## src/rtl/spi_cmd_frame_assembler.sv

```systemverilog
// Assembles SPI command frames (address byte plus optional 3 data bytes)
// into single-cycle register-table writes; bad or stalled frames are dropped.
module spi_cmd_frame_assembler #(
    parameter int TIMEOUT_CYCLES = 4096,
    parameter int TMO_W          = 13
) (
    input  logic        sysClk,
    input  logic        sysRst,
    input  logic        spi_cs_n,
    input  logic [7:0]  rx_byte,
    input  logic        rx_byte_valid,
    output logic [7:0]  reg_addr,
    output logic [16:0] reg_data,
    output logic        reg_input_valid,
    output logic        frame_busy,
    output logic        frame_error,
    output logic [7:0]  error_count
);

    typedef enum logic [2:0] {
        S_IDLE,
        S_DATA0,
        S_DATA1,
        S_DATA2,
        S_EMIT
    } state_t;

    localparam logic [TMO_W-1:0] TMO_LIM = TMO_W'(TIMEOUT_CYCLES);

    state_t      state_q, state_d;
    logic [7:0]  addr_q, addr_d;
    logic [16:0] data_q, data_d;
    logic [TMO_W-1:0] gap_q, gap_d;
    logic [7:0]  out_addr_q, out_addr_d;
    logic [16:0] out_data_q, out_data_d;
    logic        valid_q, valid_d;
    logic        err_q, err_d;
    logic [7:0]  cnt_q, cnt_d;

    logic accept;
    logic in_data;
    logic abort;

    assign accept  = rx_byte_valid & ~spi_cs_n;
    assign in_data = (state_q == S_DATA0) || (state_q == S_DATA1) ||
                     (state_q == S_DATA2);
    // A byte landing on the timeout cycle keeps the frame alive
    assign abort   = in_data &
                     (spi_cs_n | ((gap_q == TMO_LIM) & ~accept));

    always_comb begin
        state_d    = state_q;
        addr_d     = addr_q;
        data_d     = data_q;
        gap_d      = '0;
        out_addr_d = out_addr_q;
        out_data_d = out_data_q;
        valid_d    = 1'b0;
        err_d      = 1'b0;
        cnt_d      = cnt_q;

        if (abort) begin
            err_d   = 1'b1;
            state_d = S_IDLE;
        end else begin
            unique case (state_q)
                S_IDLE, S_EMIT: begin
                    if (state_q == S_EMIT) begin
                        out_addr_d = addr_q;
                        out_data_d = data_q;
                        valid_d    = 1'b1;
                        state_d    = S_IDLE;
                    end
                    if (accept) begin
                        addr_d = rx_byte;
                        if (rx_byte[7]) begin
                            state_d = S_DATA0;
                        end else begin
                            data_d  = '0;
                            state_d = S_EMIT;
                        end
                    end
                end
                S_DATA0: begin
                    if (accept) begin
                        data_d[7:0] = rx_byte;
                        state_d     = S_DATA1;
                    end else begin
                        gap_d = gap_q + 1'b1;
                    end
                end
                S_DATA1: begin
                    if (accept) begin
                        data_d[15:8] = rx_byte;
                        state_d      = S_DATA2;
                    end else begin
                        gap_d = gap_q + 1'b1;
                    end
                end
                S_DATA2: begin
                    if (accept) begin
                        if (rx_byte[7:1] != 7'd0) begin
                            err_d   = 1'b1;
                            state_d = S_IDLE;
                        end else begin
                            data_d[16] = rx_byte[0];
                            state_d    = S_EMIT;
                        end
                    end else begin
                        gap_d = gap_q + 1'b1;
                    end
                end
                default: state_d = S_IDLE;
            endcase
        end

        if (err_d && (cnt_q != 8'hFF)) begin
            cnt_d = cnt_q + 8'd1;
        end
    end

    always_ff @(posedge sysClk) begin
        if (sysRst) begin
            state_q    <= S_IDLE;
            addr_q     <= '0;
            data_q     <= '0;
            gap_q      <= '0;
            out_addr_q <= '0;
            out_data_q <= '0;
            valid_q    <= 1'b0;
            err_q      <= 1'b0;
            cnt_q      <= '0;
        end else begin
            state_q    <= state_d;
            addr_q     <= addr_d;
            data_q     <= data_d;
            gap_q      <= gap_d;
            out_addr_q <= out_addr_d;
            out_data_q <= out_data_d;
            valid_q    <= valid_d;
            err_q      <= err_d;
            cnt_q      <= cnt_d;
        end
    end

    assign reg_addr        = out_addr_q;
    assign reg_data        = out_data_q;
    assign reg_input_valid = valid_q;
    assign frame_busy      = in_data;
    assign frame_error     = err_q;
    assign error_count     = cnt_q;

endmodule

```

## config.mk

```make
export PLATFORM = sky130hd
export DESIGN_NAME = spi_cmd_frame_assembler
export DESIGN_NICKNAME = d
export VERILOG_FILES = /design/src/rtl/spi_cmd_frame_assembler.sv
export SDC_FILE = /design/constraint.sdc
export NUM_CORES = 1
export LEC_CHECK = 0
export ABC_AREA = 1
export BUFFER_PORTS_ARGS = -buffer_cell sky130_fd_sc_hd__buf_2
export CORE_UTILIZATION = 53
export CTS_BUF_LIST = sky130_fd_sc_hd__clkbuf_4 sky130_fd_sc_hd__clkbuf_8
export CTS_CLUSTER_SIZE = 28
export DETAILED_ROUTE_END_ITERATION = 16
export PLACE_DENSITY = 0.78
export REMOVE_ABC_BUFFERS = 1
export SKIP_LAST_GASP = 1
export SYNTH_ARGS = -nofsm -noshare
export SYNTH_HDL_FRONTEND = slang
export SYNTH_SLANG_ARGS = --single-unit
export TNS_END_PERCENT = 10
```

## constraint.sdc

```tcl
create_clock -name sysClk -period 1.5 [get_ports sysClk]
set_input_delay 0.075 -clock sysClk [delete_from_list [all_inputs] [get_ports sysClk]]
set_output_delay 0.075 -clock sysClk [all_outputs]
set_load 0.02 [all_outputs]
```

# Yosys cells after proc, flatten, opt, wreduce, memory -nomap -nowiden
# Cells that the tools add are included.
[op_classes] addsub=2 eq_ne=13 muxes=21 bitwise=9 reduce_logical=19
[ops] op="17-bit 2-to-1 mux" n=2
[ops] op="8-bit case mux with 2 select lines" n=2
[ops] op="3-bit 2-to-1 mux" n=7
[ops] op="13-bit by 1-bit adder with 13-bit output (second input constant)" n=1
[ops] op="13-bit equality test (second input constant)" n=1
[ops] op="2-bit inequality test (second input constant)" n=6
[ops] op="3-bit case mux with 4 select lines" n=1
[ops] op="5-bit AND reduction" n=2
[ops] op="8-bit by 1-bit adder with 8-bit output (second input constant)" n=1
[ops] op="8-bit 2-to-1 mux" n=1
[ops] op="8-bit inequality test (second input constant)" n=1
[ops] op="1-bit 2-to-1 mux" n=7
[ops] op="7-bit nonzero test" n=1
[ops] op="3-bit by 2-bit equality test with 1-bit output (second input constant)" n=2
[ops] op="3-bit AND reduction" n=2
[ops] op="6-bit AND reduction" n=1
[ops] op="2-bit nonzero test" n=3
[ops] op="3-bit OR reduction" n=2
[ops] op="1-bit inverter" n=5
[ops] op="4-bit AND reduction" n=1
[ops] op="2-bit OR reduction" n=2
[ops] op="4-bit OR reduction" n=1
[ops] op="1-bit AND" n=3
[ops] op="3-bit by 1-bit equality test with 1-bit output (second input constant)" n=1
[ops] op="other kinds (7)" n=8
[word_totals] ff_bits=76 in_bits=12 out_inout_bits=36 word_cells=75

# Depth between registers and ports, before layout
# Gate-level depths: netlist of run 1.
[logic_depth] word_depth=8 ltp_mapped=14 mapped_depth_nobuf=13

# Worst setup path after synthesis of run 1
# OpenSTA, ideal clock, no wires.
[synth_path] path_kind="reg-to-reg" start="register cnt_q[0] (netlist: error_count[0])" end="register cnt_q[5] (netlist: error_count[5])" setup_time_ns=0.070 arrival_time_ns=1.480 t_required_ns=1.430 setup_slack_ns=-0.050 stages_incl_launch_ff=8 n_path_buf=0 synth_period_minus_slack_ns=1.550 path_cell_list="dfxtp_1 -> ha_1 -> nand2_1 -> nor3b_2 -> nand2_2 -> nand2_1 -> nand2_1 -> a21oi_1"
[synth_via] elab_chain_cells=2 word_cells_on_any_way=3 classes_between="add/sub (1); eq/ne (1); reduce/logical (1)"
[synth_lines] item="start, declared" line_no="38" text="logic [7:0] cnt_q, cnt_d;"
[synth_lines] item="start signal, assigned" line_no="142" text="cnt_q <= cnt_d;"
[synth_lines] item="parallel branches: the longest is 2 deep, another holds 8-bit by 1-bit adder with 8-bit output"
# Several ways; the timed one is not identified.
# A chain may end at the register's enable or synchronous reset.

# Worst setup path after layout of run 1
[layout_path] start="register gap_q[1]" end="register data_q[13]"
[layout_via] elab_chain_cells=6
[layout_lines] item="start, declared" line_no="33" text="logic [TMO_W-1:0] gap_q, gap_d;"
[layout_lines] item="start signal, assigned" line_no="137" text="gap_q <= gap_d;"
[layout_lines] item="13-bit equality test" line_no="49" text="(spi_cs_n | ((gap_q == TMO_LIM) & ~accept));"
[layout_lines] item="1-bit AND" line_no="49"
[layout_lines] item="1-bit OR" line_no="49"
[layout_lines] item="1-bit AND" line_no="48" text="assign abort = in_data &"
[layout_lines] item="1-bit inverter (no source line)"
[layout_lines] item="5-bit AND reduction (no source line)"
[layout_lines] item="end signal, assigned" line_no="136" text="data_q <= data_d;"
[layout_lines] item="end, declared" line_no="32" text="logic [16:0] data_q, data_d;"
# No other way between the ends.

==> metrics.txt, run 1 <==
result of the run=finished, violations left; failing checks=setup timing; CP Buf/Inv Count=4; # fillers=503; Port-buffer cells=47; Synth Instances=429; peak supply drop=584 uV; part of the cycle the worst path needs=105%; placed instance area=3740 um^2; WL final=7.41 mm; clock latency on the worst-skew pair=340 ps; Synth area leader=dfxtp_1; Post-synth top cells=92 x nor2_1, 76 x dfxtp_1, 59 x nand2_1; crit path capture type=flop; clock transition at the registers of the reported paths=70 ps; DR vias=3047; power per cell area=963 nW/um^2; count leader, synth=nor2_1; Final Power=3.97 mW; Initial DRC Count=203; row cnt=28; #FFs+latches synth=76; Num CTS Buffers=9; Slew Limit Fails=0; CTS root buffer=clkbuf_8; CP top delay family=simple AND/OR/NAND/NOR gates; FFs w/ async S/R, synth=0%; Post-DP HPWL=5.10 mm; Hold Path Class=in2reg; Die Ht=80.5 um; prevailing post-synth register cell=dfxtp_1; Tot GR Track Use=24.7%; slowest stage delay, CP=330 ps; routed length per instance=12.7 um; pin count of the biggest net entering global routing=26; Area Overhead vs Synth=26.2%; multi-input logic area=1610 um^2; num ports=48; Worst Max-Slew Pin Slew=411 ps; TritonCTS sink count=76; first-pass GRT wire length=12.3 mm; Layout Nets=521; design area=4120 um^2; grt ovf=0; final worst slack=-70.0 ps; CP max FO=6; synthesized cell area=3260 um^2; TritonCTS clock tree=done; post-route ant nets=0; final clock skew=7.72 ps; Crit-path slowest cell=dfxtp_2; gp weighted congestion=0.803; hold_ws=45.9 ps; Critical Path Most Common Cell=nand2_2; Startpoint Class=flop; Synth Warn #=0; full die area=6470 um^2; Synth Area in Compound Gates=13.3%; Fmax=637 MHz; Core ar.=5920 um^2; CP Class=reg2reg; Mean Syn Cell Area=7.60 um^2; multiplexer area fraction after synthesis=0%; Synth cell types=36; sequential fraction of the synthesis area=46.6%; initial antenna violation count=0; WP data required=1720 ps; simple-gate share of the synthesized area=29.8%; # setup viols final=22; RSZ-0062 raised after global routing=true; share of cells above drive strength 1=28.8%; Initial Util=55.1%; DRC=0; Synth area leaders=dfxtp_1 47%, nor2_1 11%, nand2_1 6.8%; Clock H-tree levels=3; via density per instance=5.21; die width=80.5 um; XOR/XNOR Fraction of Synth Area=2.42%; worst-path cell chain=inv_2 -> ha_4 -> nand2_2 -> inv_2 -> nand2_2 -> nor2_2 -> nand2_1 -> nand2_2 -> nand2_4 -> buf_12 -> clkbuf_16 -> nand4_1 -> a21oi_1; top cell type's share of synthesized area=46.6%; number of flops mapped to enable cells by yosys=0; storage element area=1530 um^2; largest family of logic cells by synthesized area=simple AND/OR/NAND/NOR gates; FF-to-FF setup slack=-70 ps; Initial DRT Pass Iterations=4; CP arrival=1790 ps; diode count=0; clock tree buffer depth=2; final hold viol count=0; Slew HR=72.6%; Max Cap Viol=0; post-synthesis adder-cell area fraction=1.15%; Final Critical Period=1570 ps; Leak=1.71 nW; vias in the first global route=2864
layer usage:
layer / track usage, % / routed length [um] / vias up
met1: 27.5 / 3130 / 1399
met5: 0 / 0 / -
met4: 9.11 / 113 / 0
met3: 6.02 / 326 / 13
met2: 44.9 / 3840 / 70
li1: - / - / 1565
worst reg2reg max path: stages, from the launching register on:
cell       delay [ps]
dfxtp_2           330
inv_2              60
ha_4              130
nand2_2            50
inv_2              50
nand2_2            40
nor2_2            100
nand2_1            70
nand2_2            70
nand2_4           100
buf_12            150
clkbuf_16         140
nand4_1            70
a21oi_1            80
registers in the layout, indices dropped and copies added, names as in the netlist:
signal,count
data_q,17
reg_data,17
gap_q,13
addr_q,8
error_count,8
reg_addr,8
state_q,3
frame_error,1
reg_input_valid,1
placed cells by master (no fill, tap or decap), drive strengths merged, types with 6 or more instances in the layout:
master	Yosys	routed
o21ai	36	36
nor2	94	94
xor2	6	6
buf	10	82
dfxtp	76	76
nand4	20	20
a21oi	43	43
clkbuf	7	14
nand3	24	24
nand2	64	64
inv	30	30
cells by family (layout without fill, tap and decap cells):
| kind of cell | after synthesis | after routing |
|---|---|---|
| xor gates and xnor gates | 9 | 9 |
| AOI/OAI and AO/OA | 82 | 82 |
| DFF | 76 | 76 |
| buffers and inverters | 48 | 129 |
| adders and majority gates | 3 | 3 |
| and+or+nand+nor | 211 | 211 |
stage by stage:
| stage | cells | TNS [ps] | setup slack [ps] | utilization, % |
|---|---|---|---|---|
| 2_1_floorplan | 412 | -2480 | -157 | - |
| 3_3_place_gp | 565 | 0 | 35.1 | 63.3 |
| 3_5_place_dp | 565 | -348 | -34.6 | 63.3 |
| 4_1_cts | 583 | -519 | -41.2 | 67.9 |
| 5_1_grt | 585 | -4810 | -203 | 69.5 |
| 6_report | 585 | -726 | -70.0 | 69.5 |
final cells by class:
cell class                      instances  share of cell area, %
Multi-Input combinational cell        305                   39.1
Clock inverter                          2                  0.851
Sequential cell                        76                   37.1
Clock buffer                           13                   3.89
Inverter                               31                   2.83
Tap cell                               75                   2.28
Timing Repair Buffer                   83                   14.0
where the power goes:
part / total [mW] / leakage, nW / switching (mW) / internal (mW)
sequential: 2.08 / 0.617 / 0.0204 / 2.06
clock: 1.55 / 0.104 / 0.693 / 0.859
combinational: 0.332 / 0.993 / 0.215 / 0.118
worst paths after layout:
check	startpoint	endpoint	depth (start not counted)
worst max-delay path	gap_q[1]	data_q[13]	13
worst min-delay path	rx_byte[5]	addr_q[5]	3
worst max register to register	gap_q[1]	data_q[13]	13
worst min register to register	data_q[15]	data_q[15]	2
what timing repair did:
action,in CTS,in global routing
pin swaps,7,14
endpoints found under the setup margin,24,48
hold buffers,0,0
setup buffers,1,3
resized for setup,12,26
cloned,2,1
No activity file was read; power rests on OpenSTA's default activity.
==> inputs of run 2 (changes only) <==
ABC_AREA = 0   (was 1)
CORE_UTILIZATION = 52   (was 53)
PLACE_DENSITY = 0.77   (was 0.78)
==> run 2 against run 1 <==
Critical path depth is 6 lower. Combinational power is 20% lower. Clock power is 16% higher. Count of clock-buffer cells in the layout is 2 lower. Largest power group unchanged. The flow still finishes with violations (setup timing). Synthesized area is 6.2% lower. Final cell count is 6.8% lower. Die area is 4.3% lower. Routed wire length is 2.2% lower. Critical path type unchanged.
==> metrics.txt, run 2 <==
DRC=0; pin count of the biggest net entering global routing=43; # setup viols final=25; grt ovf=0; number of flops mapped to enable cells by yosys=0; clock tree buffer depth=2; row cnt=27; WP data required=1740 ps; Reg2Reg Launch Point=gap_q[0]; Core ar.=5570 um^2; Leak=1.65 nW; Initial DRT Pass Iterations=4; most common cell after layout, fill and taps aside=nand2_1; Port-buffer cells=47; Synth area leaders=dfxtp_1 50%, nand2_1 12%, a21oi_1 8.8%; share of cells above drive strength 1=29.2%; Num CTS Buffers=9; fin cells=545; synthesized cell area=3060 um^2; Synth Instances=372; via density per instance=5.22; Startpoint Class=flop; final worst slack=-382 ps; vias in the first global route=2589; post-route ant nets=0; die width=78.7 um; Post-synth top cells=95 x nand2_1, 76 x dfxtp_1, 54 x a21oi_1; final clock skew=7.02 ps; Final Critical Period=1880 ps; Synth cell types=41; clock transition at the registers of the reported paths=80 ps; Initial Util=54.9%; Cells after DPL=526; Layout Nets=483; peak supply drop=794 uV; failing checks=setup timing; Worst Max-Slew Pin Slew=536 ps; Fmax=531 MHz; prevailing post-synth register cell=dfxtp_1; FF-to-FF setup slack=-380 ps; Initial DRC Count=130; final setup TNS=-7000 ps; Slew HR=64.0%; CP arrival=2120 ps; commonest cells after routing, fill and taps aside=95 x nand2_1, 74 x dfxtp_1, 54 x buf_4; crit path capture type=flop; placed instance area=3720 um^2; Hold Path Depth=3; design area=4050 um^2; first-pass GRT wire length=11.4 mm; RSZ-0062 raised after global routing=true; result of the run=finished, violations left; Mean Syn Cell Area=8.22 um^2; top cell type's share of synthesized area=49.7%; Synth Warn #=0; routed length per instance=13.3 um; gp weighted congestion=0.797; CP max FO=5; Clock H-tree levels=3; TritonCTS clock tree=done; #FFs+latches synth=76; worst hold path startpoint=rx_byte[0]; Tot GR Track Use=23.8%; num ports=48; Slew Limit Fails=0; Max Cap Viol=0; Area Overhead vs Synth=32.3%; sequential fraction of the synthesis area=49.7%; diode count=0; Hold Path Class=in2reg; DR vias=2846; Die Ht=78.7 um; initial antenna violation count=0; final core occ=72.6%; part of the cycle the worst path needs=125%; clock latency on the worst-skew pair=350 ps; full die area=6190 um^2; TritonCTS sink count=76; R2R depth=7; count leader, synth=nand2_1; CTS root buffer=clkbuf_8; Setup WS pre-CTS=-552 ps; FFs w/ async S/R, synth=0%; Post-DP HPWL=4.73 mm; CP Class=reg2reg; power per cell area=1020 nW/um^2; Synth area leader=dfxtp_1; WL final=7.25 mm; Endpoint, Worst Hold=addr_q[0]; final hold viol count=0; Worst R2R End=error_count[5]
[run 2: cell count changes after synthesis, moves of 5 or more]
cell,previous run,this run
nor2b_1,0,7
inv_1,29,6
nand2b_1,0,5
a21oi_1,43,54
nor2_1,92,24
nand4_1,20,1
o21ai_0,34,6
clkbuf_1,7,13
or3_1,0,5
nand2_1,59,95
[run 2: timing repair]
item | 4_1_cts | 5_1_grt
pin swaps | 5 | 4
endpoints found under the setup margin | 22 | 30
gates cloned | 1 | 0
resized for setup | 7 | 9
buffers inserted | 1 | 1
hold buffers | 0 | 0
[run 2: metal layers]
metal	wire (um)	vias up	part of all wire (%)	global-route usage, %
met5	0	-	0	0
met4	186	0	2.6	12.4
met3	263	20	3.6	4.14
met2	3610	67	50	40.2
met1	3190	1320	44	29.1
li1	-	1439	-	-
[run 2: worst max path at each step]
| stage | from | endpoint | slack (ps) |
|---|---|---|---|
| 2_1_floorplan | rx_byte_valid | error_count[5] | -610 |
| 3_3_place_gp | gap_q[6] | error_count[5] | -470 |
| 3_5_place_dp | gap_q[0] | error_count[5] | -550 |
| 4_1_cts | gap_q[0] | error_count[5] | -390 |
| 5_1_grt | gap_q[0] | error_count[5] | -450 |
| 6_report | gap_q[0] | error_count[5] | -380 |
[run 2: through the flow]
| stage | hold WS (ps) | power (mW) |
|---|---|---|
| 6_report | 25.2 | 4.11 |
| 5_1_grt | 39.3 | 4.23 |
| 4_1_cts | 16.8 | 4.11 |
| 3_5_place_dp | 391 | 2.34 |
| 3_3_place_gp | 389 | 2.33 |
| 2_1_floorplan | 144 | 2.19 |
[run 2: critical path, cell delays in order (launching register included)]
cell and delay [ps]:
dfxtp_2 330, inv_2 60, ha_4 130, nor3b_4 170
a41oi_2 170, o22a_4 310, nor4b_4 260, mux2_1 340
[run 2: final cells by class]
type | instances | area, um^2
clock buffer | 11 | 151
clock inverter | 5 | 83.8
fill | 451 | 1530
inverter | 6 | 22.5
multi-input combinational | 273 | 1510
sequential | 76 | 1520
tap | 72 | 90.1
timing repair buffer | 102 | 661
[run 2: kinds of logic after synthesis]
group           share of synthesized area [%]
compound gates                           11.5
xor+xnor                                 3.44
fa+ha+maj                                1.23
buf+inv                                  3.27
flops                                    49.7
mux                                      1.80
simple gates                             29.0
[run 2: where the power goes]
| group | internal [mW] | switching [mW] |
|---|---|---|
| Clock | 1.03 | 0.771 |
| Sequential | 2.04 | 0.0103 |
| Combinational | 0.105 | 0.158 |
==> inputs of run 3 (changes only) <==
CORE_UTILIZATION = 58   (was 52)
PLACE_DENSITY = 0.81   (was 0.77)
SLEW_MARGIN = 20   (was unset)
clock period = 2 ns   (was 1.5 ns; I/O delays follow)
==> run 3 against run 2 <==
The flow now finishes without violations. Global-route usage grew 0.25 points. Via count shrank 6.1%. Largest power group unchanged. Sequential power shrank 25%. Non-clock buffer count shrank 38. Sequential share of layout area grew 4.1 points. Sequential cell count is the same. Design area shrank 10%. Register-to-register slack gained 420 ps. Utilization shrank 1.3 points. Final cell count shrank 7.5%.
==> metrics.txt, run 3 (same netlist as run 2, synthesis figures left out) <==
result of the run=completed; routed length per instance=12.3 um; TritonCTS clock tree=done; vias in the first global route=2301; commonest cells after routing, fill and taps aside=95 x nand2_1, 76 x dfxtp_1, 54 x a21oi_1; R2R depth=5; Layout Nets=444; Clock H-tree levels=3; initial antenna violation count=0; share of cells above drive strength 1=21.4%; peak supply drop=494 uV; part of the cycle the worst path needs=97.9%; # hold bufs at CTS=0; Initial DRT Pass Iterations=4; RSZ-0062 raised after global routing=true; DRC=0; Worst R2R End=error_count[5]; worst-path cell chain=nor2b_1 -> nand3_1 -> o22a_4 -> nor4b_4 -> mux2_1; Hold Path Class=in2reg; Slew Limit Fails=0; final core occ=71.3%; Tot GR Track Use=24.1%; CTS root buffer=clkbuf_8; Leak=1.42 nW; most common cell after layout, fill and taps aside=nand2_1; via density per instance=5.30; Max Cap Viol=0; gp weighted congestion=0.838; slowest stage delay, CP=450 ps; CP max FO=7; Initial Util=59.9%; Area Overhead vs Synth=19.0%; grt ovf=0; full die area=5570 um^2; num ports=48; Setup WS pre-CTS=-67.7 ps; final clock skew=7.69 ps; DR vias=2671; Worst Max-Slew Pin Slew=625 ps; final setup TNS=0 ps; clock transition at the registers of the reported paths=80 ps; Hold Path Depth=3; Initial DRC Count=237; Port-buffer cells=47; Endpoint, Worst Hold=addr_q[1]; diode count=0; CP Class=reg2reg; first-pass GRT wire length=10.1 mm; TritonCTS sink count=76; Die Ht=74.6 um; post-route ant nets=0; fin cells=504; final hold viol count=0; crit path capture type=flop; final worst slack=42.7 ps; Crit-path slowest cell=dfxtp_1; Startpoint Class=flop; Slew HR=58.3%; clock latency on the worst-skew pair=350 ps; die width=74.6 um; Num CTS Buffers=9; power per cell area=750 nW/um^2; WL final=6.18 mm; pin count of the biggest net entering global routing=66; Fmax=511 MHz; worst hold path startpoint=rx_byte[1]; clock tree buffer depth=2; Cells after DPL=487; Final Critical Period=1960 ps; CP arrival=2190 ps; Core ar.=5110 um^2; FF-to-FF setup slack=40 ps; Post-DP HPWL=4.20 mm; # setup viols final=0; row cnt=26; Reg2Reg Launch Point=state_q[1]; WP data required=2240 ps
-- run 3: what timing repair did --
action | 4_1_cts | 5_1_grt
resized for setup | 3 | 3
setup buffers | 1 | 0
endpoints found under the setup margin | 3 | 6
pin swaps | 1 | 2
-- run 3: worst max-delay path by stage --
stage	to	depth (start not counted)	slack, ps	startpoint
after floorplan	error_count[5]	5	-140	rx_byte_valid
after global placement	error_count[5]	7	60	gap_q[0]
after detailed placement	error_count[5]	7	-70	gap_q[0]
after CTS	error_count[5]	5	7	gap_q[7]
after global routing	error_count[7]	5	-40	state_q[1]
final	error_count[5]	5	40	state_q[1]
-- run 3: metal layers --
layer,wire (um),track usage [%],vias to the layer above
met5,0,0,-
met4,121,10.3,0
met3,309,6.83,11
met2,2970,38.5,73
met1,2780,30.5,1233
li1,-,-,1354
-- run 3: through the flow --
step                      hold slack [ps]  instance area [um^2]  power, mW
after global routing                 19.1                  3640       2.85
final                                37.7                  3640       2.73
after detailed placement              398                  3420       1.72
after floorplan                       169                  2980       1.64
after CTS                            22.6                  3620       2.75
after global placement                393                  3420       1.72
-- run 3: final cells by class --
type                    count  area (um^2)
repair buffers             64          363
fillers                   453         1470
clock buffers              10          138
inverters                   6         22.5
well taps                  70         87.6
multi-input cells         272         1470
flip-flops and latches     76         1520
clock inverters             6         38.8
-- run 3: critical path, delay by kind of cell (launching register included) --
| kind | cells | cell delay (ps) |
|---|---|---|
| compound gates | 1 | 270 |
| flops | 1 | 450 |
| mux | 1 | 350 |
| simple gates | 3 | 780 |
-- run 3: power by group --
part	leakage (nW)	switching (mW)	internal, mW
Sequential	0.613	0.00869	1.53
Combinational	0.714	0.106	0.0529
Clock	0.0885	0.555	0.481
